$ cat src/rtl/mul_seq_16_pkg.sv
// Shared definitions for the sequential 16x16 multiplier: FSM encoding and iteration count.
package mul_seq_16_pkg;

  typedef enum logic [1:0] {
    ST_IDLE = 2'b00,
    ST_RUN  = 2'b01,
    ST_DONE = 2'b10
  } state_t;

  localparam int CNT_W = 5;
  localparam logic [CNT_W-1:0] ITER_COUNT = 5'd16;
  localparam logic [CNT_W-1:0] CNT_LAST   = 5'd1;

endpackage

$ cat src/rtl/mul_seq_16_add_17.sv
// Combinational add step of the shift-add multiplier: two operands in, carry-extended sum out.
module add_17 #(
  parameter int WIDTH = 16
) (
  input  logic [WIDTH-1:0] a,
  input  logic [WIDTH-1:0] b,
  output logic [WIDTH:0]   sum
);

  assign sum = {1'b0, a} + {1'b0, b};

endmodule

$ cat src/rtl/mul_seq_16.sv
// Sequential unsigned multiplier: one shift-add step per cycle, fixed 17-cycle latency.
module mul_seq_16
  import mul_seq_16_pkg::*;
#(
  parameter int WIDTH = 16
) (
  input  logic             clk,
  input  logic             rst,
  input  logic             start,
  input  logic [WIDTH-1:0] a,
  input  logic [WIDTH-1:0] b,
  output logic             busy,
  output logic             done,
  output logic [WIDTH-1:0] result_lo,
  output logic [WIDTH-1:0] result_hi
);

  state_t           state_q, state_d;
  logic [CNT_W-1:0] cnt_q, cnt_d;
  logic [WIDTH-1:0] mcand_q, mcand_d;
  logic [WIDTH-1:0] acc_hi_q, acc_hi_d;
  logic [WIDTH-1:0] acc_lo_q, acc_lo_d;
  logic [WIDTH-1:0] res_hi_q, res_hi_d;
  logic [WIDTH-1:0] res_lo_q, res_lo_d;
  logic             busy_q, busy_d;
  logic             done_q, done_d;

  logic [WIDTH:0]   sum;
  logic [WIDTH:0]   step_hi;
  logic [WIDTH-1:0] next_hi;
  logic [WIDTH-1:0] next_lo;

  add_17 #(.WIDTH(WIDTH)) u_add (
    .a   (acc_hi_q),
    .b   (mcand_q),
    .sum (sum)
  );

  // acc_lo starts as the multiplier and is consumed from the LSB as product bits shift in.
  assign step_hi = acc_lo_q[0] ? sum : {1'b0, acc_hi_q};
  assign next_hi = step_hi[WIDTH:1];
  assign next_lo = {step_hi[0], acc_lo_q[WIDTH-1:1]};

  always_comb begin
    state_d  = state_q;
    cnt_d    = cnt_q;
    mcand_d  = mcand_q;
    acc_hi_d = acc_hi_q;
    acc_lo_d = acc_lo_q;
    res_hi_d = res_hi_q;
    res_lo_d = res_lo_q;
    case (state_q)
      ST_IDLE, ST_DONE: begin
        if (start) begin
          mcand_d  = a;
          acc_hi_d = '0;
          acc_lo_d = b;
          cnt_d    = ITER_COUNT;
          state_d  = ST_RUN;
        end else begin
          state_d = ST_IDLE;
        end
      end
      ST_RUN: begin
        acc_hi_d = next_hi;
        acc_lo_d = next_lo;
        cnt_d    = cnt_q - 1'b1;
        if (cnt_q == CNT_LAST) begin
          res_hi_d = next_hi;
          res_lo_d = next_lo;
          state_d  = ST_DONE;
        end
      end
      default: state_d = ST_IDLE;
    endcase
    busy_d = (state_d == ST_RUN);
    done_d = (state_d == ST_DONE);
  end

  always_ff @(posedge clk or posedge rst) begin
    if (rst) begin
      state_q  <= ST_IDLE;
      cnt_q    <= '0;
      mcand_q  <= '0;
      acc_hi_q <= '0;
      acc_lo_q <= '0;
      res_hi_q <= '0;
      res_lo_q <= '0;
      busy_q   <= 1'b0;
      done_q   <= 1'b0;
    end else begin
      state_q  <= state_d;
      cnt_q    <= cnt_d;
      mcand_q  <= mcand_d;
      acc_hi_q <= acc_hi_d;
      acc_lo_q <= acc_lo_d;
      res_hi_q <= res_hi_d;
      res_lo_q <= res_lo_d;
      busy_q   <= busy_d;
      done_q   <= done_d;
    end
  end

  assign busy      = busy_q;
  assign done      = done_q;
  assign result_hi = res_hi_q;
  assign result_lo = res_lo_q;

endmodule

$ cat config.mk
export PLATFORM = sky130hd
export DESIGN_NAME = mul_seq_16
export DESIGN_NICKNAME = d
export VERILOG_FILES = /design/src/rtl/mul_seq_16_pkg.sv /design/src/rtl/mul_seq_16_add_17.sv /design/src/rtl/mul_seq_16.sv
export SDC_FILE = /design/constraint.sdc
export NUM_CORES = 1
export LEC_CHECK = 0
export ABC_AREA = 1
export BUFFER_PORTS_ARGS = -buffer_cell sky130_fd_sc_hd__buf_2
export CAP_MARGIN = 0
export CORE_MARGIN = 2
export CORE_UTILIZATION = 52
export CTS_CLUSTER_DIAMETER = 120
export DETAILED_ROUTE_END_ITERATION = 7
export GPL_TIMING_DRIVEN = 1
export PLACE_DENSITY_LB_ADDON = 0.15
export SLEW_MARGIN = 20
export SYNTH_ARGS = -nofsm -noshare
export SYNTH_HDL_FRONTEND = slang
export SYNTH_SLANG_ARGS = --single-unit
$ cat constraint.sdc
create_clock -name clk -period 2.6 [get_ports clk]
set_clock_uncertainty 0.15 [all_clocks]
set_input_delay 0 -clock clk [delete_from_list [all_inputs] [get_ports clk]]
set_output_delay 0 -clock clk [all_outputs]
set_load 0.05 [all_outputs]
# After elaboration in Yosys (flattened, before gate mapping)
# Cells that the tools add are included.
[totals]
ff_bits = 89
input_bits = 35
output_inout_bits = 34
word_cells = 33
[classes]
n_addsub = 2
n_eq_ne = 6
muxes = 10
n_reduce_logical = 6
[ops]
columns = ["operator", "n"]
rows = [
  ["16-bit one-hot mux with 2 select lines", 2],
  ["16-bit 2-to-1 mux", 2],
  ["16-bit by 16-bit adder with 17-bit output", 1],
  ["17-bit 2-to-1 mux", 1],
  ["5-bit one-hot mux with 2 select lines", 1],
  ["2-bit AND reduction", 3],
  ["5-bit by 1-bit equality test with 1-bit output (second input constant)", 1],
  ["5-bit 2-to-1 mux", 1],
  ["5-bit by 1-bit subtractor with 5-bit output (second input constant)", 1],
  ["2-bit by 1-bit equality test with 1-bit output (second input constant)", 2],
  ["2-bit equality test (second input constant)", 2],
  ["2-bit one-hot mux with 2 select lines", 1],
  ["2-bit logical NOT", 1],
  ["2-bit 2-to-1 mux", 1],
  ["2-bit != test (second input constant)", 1],
  ["2-bit nonzero test", 1],
  ["2-bit OR reduction", 1],
  ["1-bit 2-to-1 mux", 1],
]

# Depth between registers and ports, before layout
# Gate-level depths: netlist of the first run.
[logic_depth]
word_depth = 4
mapped_depth = 12
depth_no_buf = 12

# Modules after synthesis
# Synthesis of the first run repeated with hierarchy kept, for this count alone.
[unflattened]
hier_cells = 633
area_unflattened_um2 = 4743.3
[by_module_without_submodules]
columns = ["mod", "instances", "cells_per_inst", "area_per_inst_um2"]
rows = [
  ["mul_seq_16", 1, 448, 3763.6],
  ["add_17", 1, 185, 979.7],
]

# Least setup slack after synthesis of the first run
# No wires, ideal clock.
[synth_timing]
kind = "register to register"
startpoint = "register mcand_q[0]"
endpoint = "register res_hi_q[7], in the netlist result_hi[7]"
setup_ns = 0.118
t_arrival_ns = 1.616
t_required_ns = 2.332
slack_ns = 0.716
path_stages_with_launch = 12
path_buffers = 0
path_cell_list = "dfrtp_1 > ha_1 > fa_1 > nand2_1 > nand2_1 > and2_4 > nand2_2 > nand2_2 > xnor2_1 > nand2_1 > nand3_1 > nand2_1"
[synth_via]
elab_chain_cells = 2
[synth_rtl]
columns = ["element", "line", "text"]
rows = [
  ["start, declared", "mul_seq_16.sv:20", "logic [WIDTH-1:0] mcand_q, mcand_d;"],
  ["start signal, assigned", "mul_seq_16.sv:94", "mcand_q <= mcand_d;"],
  ["16-bit by 16-bit adder with 17-bit output", "mul_seq_16_add_17.sv:10", "assign sum = {1'b0, a} + {1'b0, b};"],
  ["17-bit 2-to-1 mux", "mul_seq_16.sv:40", "assign step_hi = acc_lo_q[0] ? sum : {1'b0, acc_hi_q};"],
  ["end signal, assigned", "mul_seq_16.sv:97", "res_hi_q <= res_hi_d;"],
  ["end, declared", "mul_seq_16.sv:23", "logic [WIDTH-1:0] res_hi_q, res_hi_d;"],
]
# No other way between the ends.
# A chain may end at the register's enable or synchronous reset.

# Worst setup path in the final report of the first run
[layout_timing]
startpoint = "register mcand_q[0]"
endpoint = "register res_hi_q[9], in the netlist result_hi[9]"
# The elaborated chain is that of the path after synthesis.

==> out/summary.log, run 1 <==
INFO  logic_synthesis yosysWarnings=0
INFO  sta            fmax=474MHz
INFO  grt            gr_overflow_total=0
INFO  logic_synthesis most_frequent_cell_after_synthesis=sky130_fd_sc_hd__nand2_1
INFO  sta            hold_violations=0
INFO  floorplanning  ioPinCount=69
INFO  logic_synthesis synth-seq-area-share=0.482
INFO  grt            global_route_wire_length_before_repair=18800um
INFO  setup_path     startpoint_types=flop
INFO  cells_and_area fill_cells=782
INFO  logic_synthesis primary_ff_master_synth=sky130_fd_sc_hd__dfrtp_1
INFO  setup_path     critPathRequiredTime=2.71ns
INFO  power_and_ir_drop powerDensity=1430nW/um^2
INFO  cells_and_area multi_input_area=2030um^2
INFO  power_and_ir_drop power.static_leakage=0.00305uW
INFO  clocking       cts_root_buf=sky130_fd_sc_hd__clkbuf_8
INFO  logic_synthesis yosys-top-cells-area=sky130_fd_sc_hd__dfrtp_1 (48%), sky130_fd_sc_hd__nand2_1 (18%), sky130_fd_sc_hd__inv_1 (5.1%), sky130_fd_sc_hd__ha_1 (4.9%), sky130_fd_sc_hd__nand3_1 (3.9%)
INFO  sta            setup_viol=0
INFO  grt            grt_start_max_net_pins=48
INFO  drt            drc_violations_left=0
INFO  logic_synthesis syn-mean-instance-area=8.04um^2
INFO  sta            final.setup.tns=0ns
INFO  placed_design  place.gp.congestion=0.928
INFO  cells_and_area antennaDiodeCount=0
INFO  drt            drt_iter0_drc=191
INFO  drt            num_vias=4002
INFO  logic_synthesis post-synth-top-area-fraction=0.482
INFO  clocking       clk-insertion-delay-late=0.37ns
INFO  setup_path     timing.reg2reg.worst_path_depth=12
INFO  drt            detail_route.wirelength=10700um
INFO  cells_and_area area_growth=20.8%
INFO  logic_synthesis postSynthCellCount=575
INFO  sta            fin_crit=2.11ns
INFO  placed_design  portBuffers=68
INFO  setup_path     timing.critical_path.mode_cell=sky130_fd_sc_hd__nand2_1
INFO  clocking       cts.sinks=89
INFO  cells_and_area regArea=2230um^2
INFO  setup_path     crit_arrival=2.22ns
INFO  placed_design  dp.final_hpwl=7260um
INFO  power_and_ir_drop vdd_drop_max=0.720mV
INFO  floorplanning  fp.dieH=98.3um
INFO  sta            grt_setup_unrepaired=no
INFO  floorplanning  dieArea=9660um^2
INFO  grt            number_of_global_route_vias_before_repair=3993
INFO  power_and_ir_drop design_power_total=8010uW
INFO  floorplanning  chipWidth=98.3um
INFO  clocking       worst_setup_hold_path_clk_slew=0.10ns
INFO  sta            tightestPinTransition=0.812ns
INFO  outcome        outcome=finished, final reports clean
INFO  setup_path     critPathMaxFanout=3
INFO  logic_synthesis ys_types=38
INFO  floorplanning  start_util=0.533
INFO  flow_run       max-cap-violations=0
INFO  sta            max-slew-margin-rel=0.458
INFO  clocking       cts_tree=built
INFO  drt            vias_per_cell=5.08
INFO  clocking       cts-root-to-sink-buffers=2
INFO  logic_synthesis synth_edf_count=0
INFO  cells_and_area final_area=5590um^2
INFO  placed_design  dp.cells=739
INFO  logic_synthesis synth-seq-cells=89
INFO  sta            slew_viol_final=0
INFO  drt            first_pass_iters=5
INFO  grt            groute.usage.overall=0.240
INFO  setup_path     timing.setup.critical_path_class=reg -> reg
INFO  clocking       num_cts_buffers=9
INFO  clocking       ctsResizeCount=0
INFO  logic_synthesis postSynth.asyncResetShare=1.00
INFO  setup_path     timing.critical_path.cells=ha_1 > fa_1 > nand2_1 > nand2_1 > nand3b_1 > nand2_1 > nand2_1 > nand2_1 > nand2_1 > nand3_1 > nand3_1 > nand2_1
INFO  setup_path     critPathCaptureType=flop
INFO  sta            final_min_period_over_clock_period=0.811
INFO  logic_synthesis synth_top_area_cell=sky130_fd_sc_hd__dfrtp_1
INFO  logic_synthesis ys_top_cells_by_count=sky130_fd_sc_hd__nand2_1 (221), sky130_fd_sc_hd__dfrtp_1 (89), sky130_fd_sc_hd__inv_1 (63)
INFO  logic_synthesis post_synth_net_total=629
INFO  worst_hold_path min_path_type=in -> async
INFO  grt            antenna_violations_before_repair=0
INFO  floorplanning  floorplan.core_area=8680um^2
INFO  logic_synthesis mappedNetlistArea=4620um^2
INFO  cells_and_area final-instance-count-excl-fill=788
INFO  clocking       ctsHtreeMaxLevel=3
INFO  drt            postRouteAntennaNets=0
INFO  placed_design  dpl_cell_area=5070um^2
INFO  cells_and_area final_nets=730
INFO  cells_and_area final_layout_size_suffix_gt1_frac=0.194
INFO  floorplanning  rows=34
INFO  drt            drt-wirelength-per-cell=13.6um
INFO  sta            holdWs=0.154ns
INFO  setup_path     cpMaxStageDelayCell=sky130_fd_sc_hd__dfrtp_1
INFO  setup_path     crit_path_max_incr_delay=0.39ns
[cell type report]
cell class              instances  share of cell area
flip-flops and latches         89               0.399
multi-input cells             395               0.363
repair buffers                110               0.135
inverters                      71              0.0479
well taps                     108              0.0242
clock buffers                   9              0.0222
clock inverters                 6             0.00896
[repair_timing]
action,in CTS,in global routing
buffers inserted,0,0
hold buffers,34,0
hold endpoints to repair,82,0
[cell families (layout without fill, tap and decap cells)]
kind of cell | count (synthesis) | count (layout) | share of synthesized area
adders and majority gates | 19 | 19 | 0.0530
xor gates and xnor gates | 3 | 3 | 0.00568
AOI/OAI and AO/OA | 65 | 65 | 0.0844
buffers and inverters | 91 | 196 | 0.0793
muxes | 2 | 2 | 0.00433
DFF | 89 | 89 | 0.482
and+or+nand+nor | 306 | 306 | 0.291
[critical path, delay by kind of cell, from the launching register on]
kind / cells / cell delay [ns]
adder cells (fa/ha/maj): 2 / 0.62
flip-flops: 1 / 0.39
AND/OR/NAND/NOR: 10 / 0.84
[sequential cells by signal, indices dropped and copies added, names as in the netlist]
signal     cells
done           1
state_q        2
acc_lo_q      16
result_hi     16
mcand_q       16
busy           1
cnt_q          5
acc_hi_q      16
result_lo     16
[cell usage in the layout, fill, tap and decap left out, drive strengths merged]
cell type / n
a21oi: 8
o211ai: 1
or2: 9
xor2: 1
clkbuf: 9
dfrtp: 89
nor2: 18
a211oi: 1
inv: 74
clkinvlp: 1
dlygate4sd3: 34
nand3: 41
nand3b: 2
nand2: 229
mux2i: 2
nand4: 1
fa: 1
o21ai: 38
buf: 76
ha: 18
clkinv: 2
nor3: 4
o221ai: 14
and2: 2
xnor2: 2
o22ai: 3
[metrics by stage]
step                      utilization  worst slack (ns)
after detailed placement        0.584             0.512
after global routing            0.644             0.298
final                           0.644             0.490
after CTS                       0.644             0.500
after floorplan                     -             0.143
after global placement          0.584             0.573
[per-layer routing]
| layer | vias to the layer above | global-route usage | wire (um) |
|---|---|---|---|
| met4 | 0 | 0.0811 | 171 |
| met1 | 1853 | 0.350 | 5160 |
| met2 | 117 | 0.366 | 4790 |
| met3 | 16 | 0.0408 | 607 |
| met5 | - | 0 | 0 |
| li1 | 2016 | - | - |
[worst paths after layout]
path                            endpoint  slack, ns           from
min in group clk              mcand_q[1]       0.21           a[1]
max in group asynchronous    acc_hi_q[3]       1.45            rst
hold / removal               acc_lo_q[6]       0.15            rst
setup / recovery            result_hi[9]       0.49     mcand_q[0]
setup reg to reg            result_hi[9]       0.49     mcand_q[0]
hold reg to reg            result_hi[11]       0.33  result_hi[11]
[power breakdown]
group | internal, uW | switching [uW]
clock | 358 | 538
sequential | 2030 | 395
combinational | 1530 | 3150
Note: power is estimated with default switching activity, not from simulation.
==> run 2: changes to the inputs <==
Settings changed: ABC_AREA 1 to 0, CORE_UTILIZATION 52 to 51.
Clock period 2.6 ns to 1.9 ns, I/O delays scaled along.
==> out/summary.log, run 2 <==
INFO  clocking       cts-root-to-sink-buffers=2 [unchanged]
INFO  worst_hold_path min_path_type=in -> async
INFO  logic_synthesis postSynth.asyncResetShare=1.00 [unchanged]
INFO  power_and_ir_drop vdd_drop_max=1.16mV [+62%]
INFO  cells_and_area area_growth=43.2%
INFO  placed_design  dp.final_hpwl=7430um [+2.3%]
INFO  floorplanning  fp.dieH=96.9um [-1.4%]
INFO  logic_synthesis ys_types=50 [+32%]
INFO  sta            fmax=425MHz [-10%]
INFO  placed_design  portBuffers=68 [unchanged]
INFO  cells_and_area final_nets=701 [-4.0%]
INFO  grt            antenna_violations_before_repair=0 [unchanged]
INFO  setup_path     timing.setup.critical_path_class=reg -> reg
INFO  logic_synthesis yosysWarnings=0 [unchanged]
INFO  setup_path     startpoint_types=flop
INFO  grt            number_of_global_route_vias_before_repair=4275 [+7.1%]
INFO  power_and_ir_drop power.static_leakage=0.00306uW [+0.11%]
INFO  grt            gr_overflow_total=0 [unchanged]
INFO  floorplanning  chipWidth=96.9um [-1.4%]
INFO  cells_and_area final_layout_size_suffix_gt1_frac=0.328 [+0.134]
INFO  sta            slew_viol_final=0 [unchanged]
INFO  logic_synthesis syn-mean-instance-area=9.17um^2 [+14%]
INFO  clocking       cts_root_buf=sky130_fd_sc_hd__clkbuf_8
INFO  drt            met2RoutedLength=6140um [+28%]
INFO  drt            met3WireLength=621um [+2.3%]
INFO  placed_design  place.gp.congestion=0.877 [-5.5%]
INFO  logic_synthesis yosys-top-cells-area=sky130_fd_sc_hd__dfrtp_1 (51%), sky130_fd_sc_hd__nand2_1 (14%), sky130_fd_sc_hd__ha_1 (5.1%), sky130_fd_sc_hd__a22oi_1 (2.7%), sky130_fd_sc_hd__o21ai_1 (2.6%)
INFO  setup_path     crit_path_max_incr_delay=0.40ns [about the same]
INFO  floorplanning  ioPinCount=69 [unchanged]
INFO  sta            tightestPinTransition=0.416ns [-0.397 ns]
INFO  floorplanning  start_util=0.530 [-0.00235]
INFO  clocking       cts.sinks=89 [unchanged]
INFO  drt            postRouteAntennaNets=0 [unchanged]
INFO  cells_and_area most_common_cell_after_layout_fill_and_taps_aside=sky130_fd_sc_hd__nand2_1
INFO  drt            drc_violations_left=0 [unchanged]
INFO  setup_path     critPathLaunch=mcand_q[0]
INFO  flow_run       max-cap-violations=0 [unchanged]
INFO  drt            drt-wirelength-per-cell=15.9um [+16%]
INFO  setup_path     worst_path_dominant_cell_family=compound AO/OA/AOI/OAI gates
INFO  logic_synthesis ys_top_cells_by_count=sky130_fd_sc_hd__nand2_1 (161), sky130_fd_sc_hd__dfrtp_1 (89), sky130_fd_sc_hd__o21ai_1 (23)
INFO  cells_and_area finish.utilization=0.759 [+0.116]
INFO  logic_synthesis post_synth_net_total=534 [-15%]
INFO  clocking       worst_setup_hold_path_clk_slew=0.10ns [about the same]
INFO  logic_synthesis synth_edf_count=0 [unchanged]
INFO  clocking       ctsHtreeMaxLevel=3 [unchanged]
INFO  sta            fin_crit=2.35ns [+0.244 ns]
INFO  logic_synthesis synth-seq-cells=89 [unchanged]
INFO  logic_synthesis synth_top_area_cell=sky130_fd_sc_hd__dfrtp_1
INFO  setup_path     critPathMaxFanout=4 [+1]
INFO  setup_path     worstPathBufferInverterCount=0 [unchanged]
INFO  floorplanning  floorplan.core_area=8300um^2 [-4.4%]
INFO  floorplanning  rows=33 [-2.9%]
INFO  power_and_ir_drop powerDensity=2080nW/um^2 [+45%]
INFO  logic_synthesis primary_ff_master_synth=sky130_fd_sc_hd__dfrtp_1
INFO  sta            final_min_period_over_clock_period=1.24 [+0.427]
INFO  setup_path     crit_arrival=2.46ns [+0.24 ns]
INFO  sta            setup_viol=28 [+28]
INFO  sta            final.setup.tns=-7.00ns [-7.00 ns]
INFO  drt            top_layer_used=met4
INFO  outcome        outcome=finished, violations left
INFO  logic_synthesis synth-seq-area-share=0.506 [+0.0242]
INFO  logic_synthesis postSynthCellCount=480 [-17%]
INFO  clocking       num_cts_buffers=9 [unchanged]
INFO  setup_path     critPathRequiredTime=2.01ns [-0.70 ns]
INFO  clocking       clk-insertion-delay-late=0.36ns [about the same]
INFO  sta            max-slew-margin-rel=0.723 [+0.265]
INFO  setup_path     timing.rr.start=mcand_q[0]
INFO  drt            detail_route.wirelength=12000um [+12%]
INFO  sta            hold_violations=0 [unchanged]
INFO  sta            setup_ws=-0.454ns [-0.944 ns]
INFO  sta            grt_setup_unrepaired=yes
INFO  floorplanning  dieArea=9390um^2 [-2.8%]
INFO  setup_path     critPathCaptureType=flop
INFO  cells_and_area antennaDiodeCount=0 [unchanged]
INFO  grt            global_route_wire_length_before_repair=20300um [+7.5%]
INFO  setup_path     timing.critical_path.cells=ha_2 > fa_2 > a211oi_4 > o21ai_2 > a21oi_2 > o211ai_1 > and3_1 > mux2_4
INFO  grt            groute.usage.overall=0.262 [+0.0223]
INFO  logic_synthesis mappedNetlistArea=4400um^2 [-4.8%]
INFO  drt            first_pass_iters=5 [unchanged]
INFO  clocking       cts_tree=built
INFO  drt            num_vias=4131 [+3.2%]
INFO  grt            grt_start_max_net_pins=67 [+40%]
INFO  setup_path     cpMaxStageDelayCell=sky130_fd_sc_hd__dfrtp_1
INFO  drt            vias_per_cell=5.46 [+7.5%]
INFO  drt            drt_iter0_drc=262 [+37%]
INFO  cells_and_area commonest_cells_after_routing_fill_and_taps_aside=sky130_fd_sc_hd__nand2_1 (159), sky130_fd_sc_hd__dfrtp_1 (89), sky130_fd_sc_hd__buf_2 (68)
INFO  drt            drt-met1-wl=5050um [-2.1%]
INFO  logic_synthesis most_frequent_cell_after_synthesis=sky130_fd_sc_hd__nand2_1
INFO  logic_synthesis post-synth-top-area-fraction=0.506 [+0.0242]
INFO  outcome        violated_checks=negative setup slack
## run 2: area by class of cell
type / instances / area (um^2)
Fill cell: 570 / 2000
Sequential cell: 89 / 2230
Inverter: 8 / 38.8
Multi-Input combinational cell: 356 / 2360
Tap cell: 105 / 131
Clock inverter: 7 / 83.8
Clock buffer: 9 / 124
Timing Repair Buffer: 183 / 1340
## run 2: logic make-up (layout without fill, tap and decap cells)
kind of cell | count (synthesis) | count (layout) | share of synthesized area
AOI/OAI and AO/OA | 114 | 114 | 0.176
xor gates and xnor gates | 10 | 10 | 0.0199
adders and majority gates | 19 | 19 | 0.0557
buffers and inverters | 35 | 207 | 0.0335
DFF | 89 | 89 | 0.506
muxes | 6 | 6 | 0.0142
and+or+nand+nor | 207 | 207 | 0.195
## run 2: layer usage
metal  vias up  global-route usage
met5         -                   0
met4         0              0.0823
met3        16              0.0426
met2       115               0.458
met1      2019               0.335
li1       1981                   -
## run 2: final timing paths
path / cells past startpoint / to / slack, ns
min in group clk: 4 / mcand_q[10] / 0.21
setup / recovery: 8 / result_hi[15] / -0.45
setup reg to reg: 8 / result_hi[15] / -0.45
hold reg to reg: 2 / result_lo[4] / 0.33
hold / removal: 4 / mcand_q[0] / 0.11
max in group asynchronous: 4 / result_hi[11] / 1.19
## run 2: power breakdown
part / total (uW) / switching (uW) / internal, uW / leakage (uW)
sequential: 3460 / 686 / 2770 / 0.00111
clock: 1390 / 755 / 634 / 0.000103
combinational: 8240 / 4600 / 3640 / 0.00184
## run 2: through the flow
step	cell area [um^2]	setup WS [ns]	hold slack (ns)	total power, uW	cells
2_1_floorplan	4420	-0.415	-0.0446	7870	480
3_3_place_gp	5250	-0.433	-0.0337	9900	687
3_5_place_dp	5250	-0.458	-0.0223	10100	687
4_1_cts	6140	-0.459	0.133	12500	753
5_1_grt	6300	-0.556	0.170	14000	757
6_report	6300	-0.454	0.115	13100	757
## run 2: what timing repair did
item                                    4_1_cts  5_1_grt
endpoints found under the hold margin       123        0
endpoints found under the setup margin       26       35
hold buffers                                 42        0
setup buffers                                10        5
resized for setup                            34       25
pin swaps                                    26       21
## run 2: worst min-delay path, cell delays in order
cell,delay (ns)
sky130_fd_sc_hd__dlygate4sd3_1,0.53
sky130_fd_sc_hd__buf_2,0.13
sky130_fd_sc_hd__clkinvlp_4,0.08
sky130_fd_sc_hd__buf_12,0.29
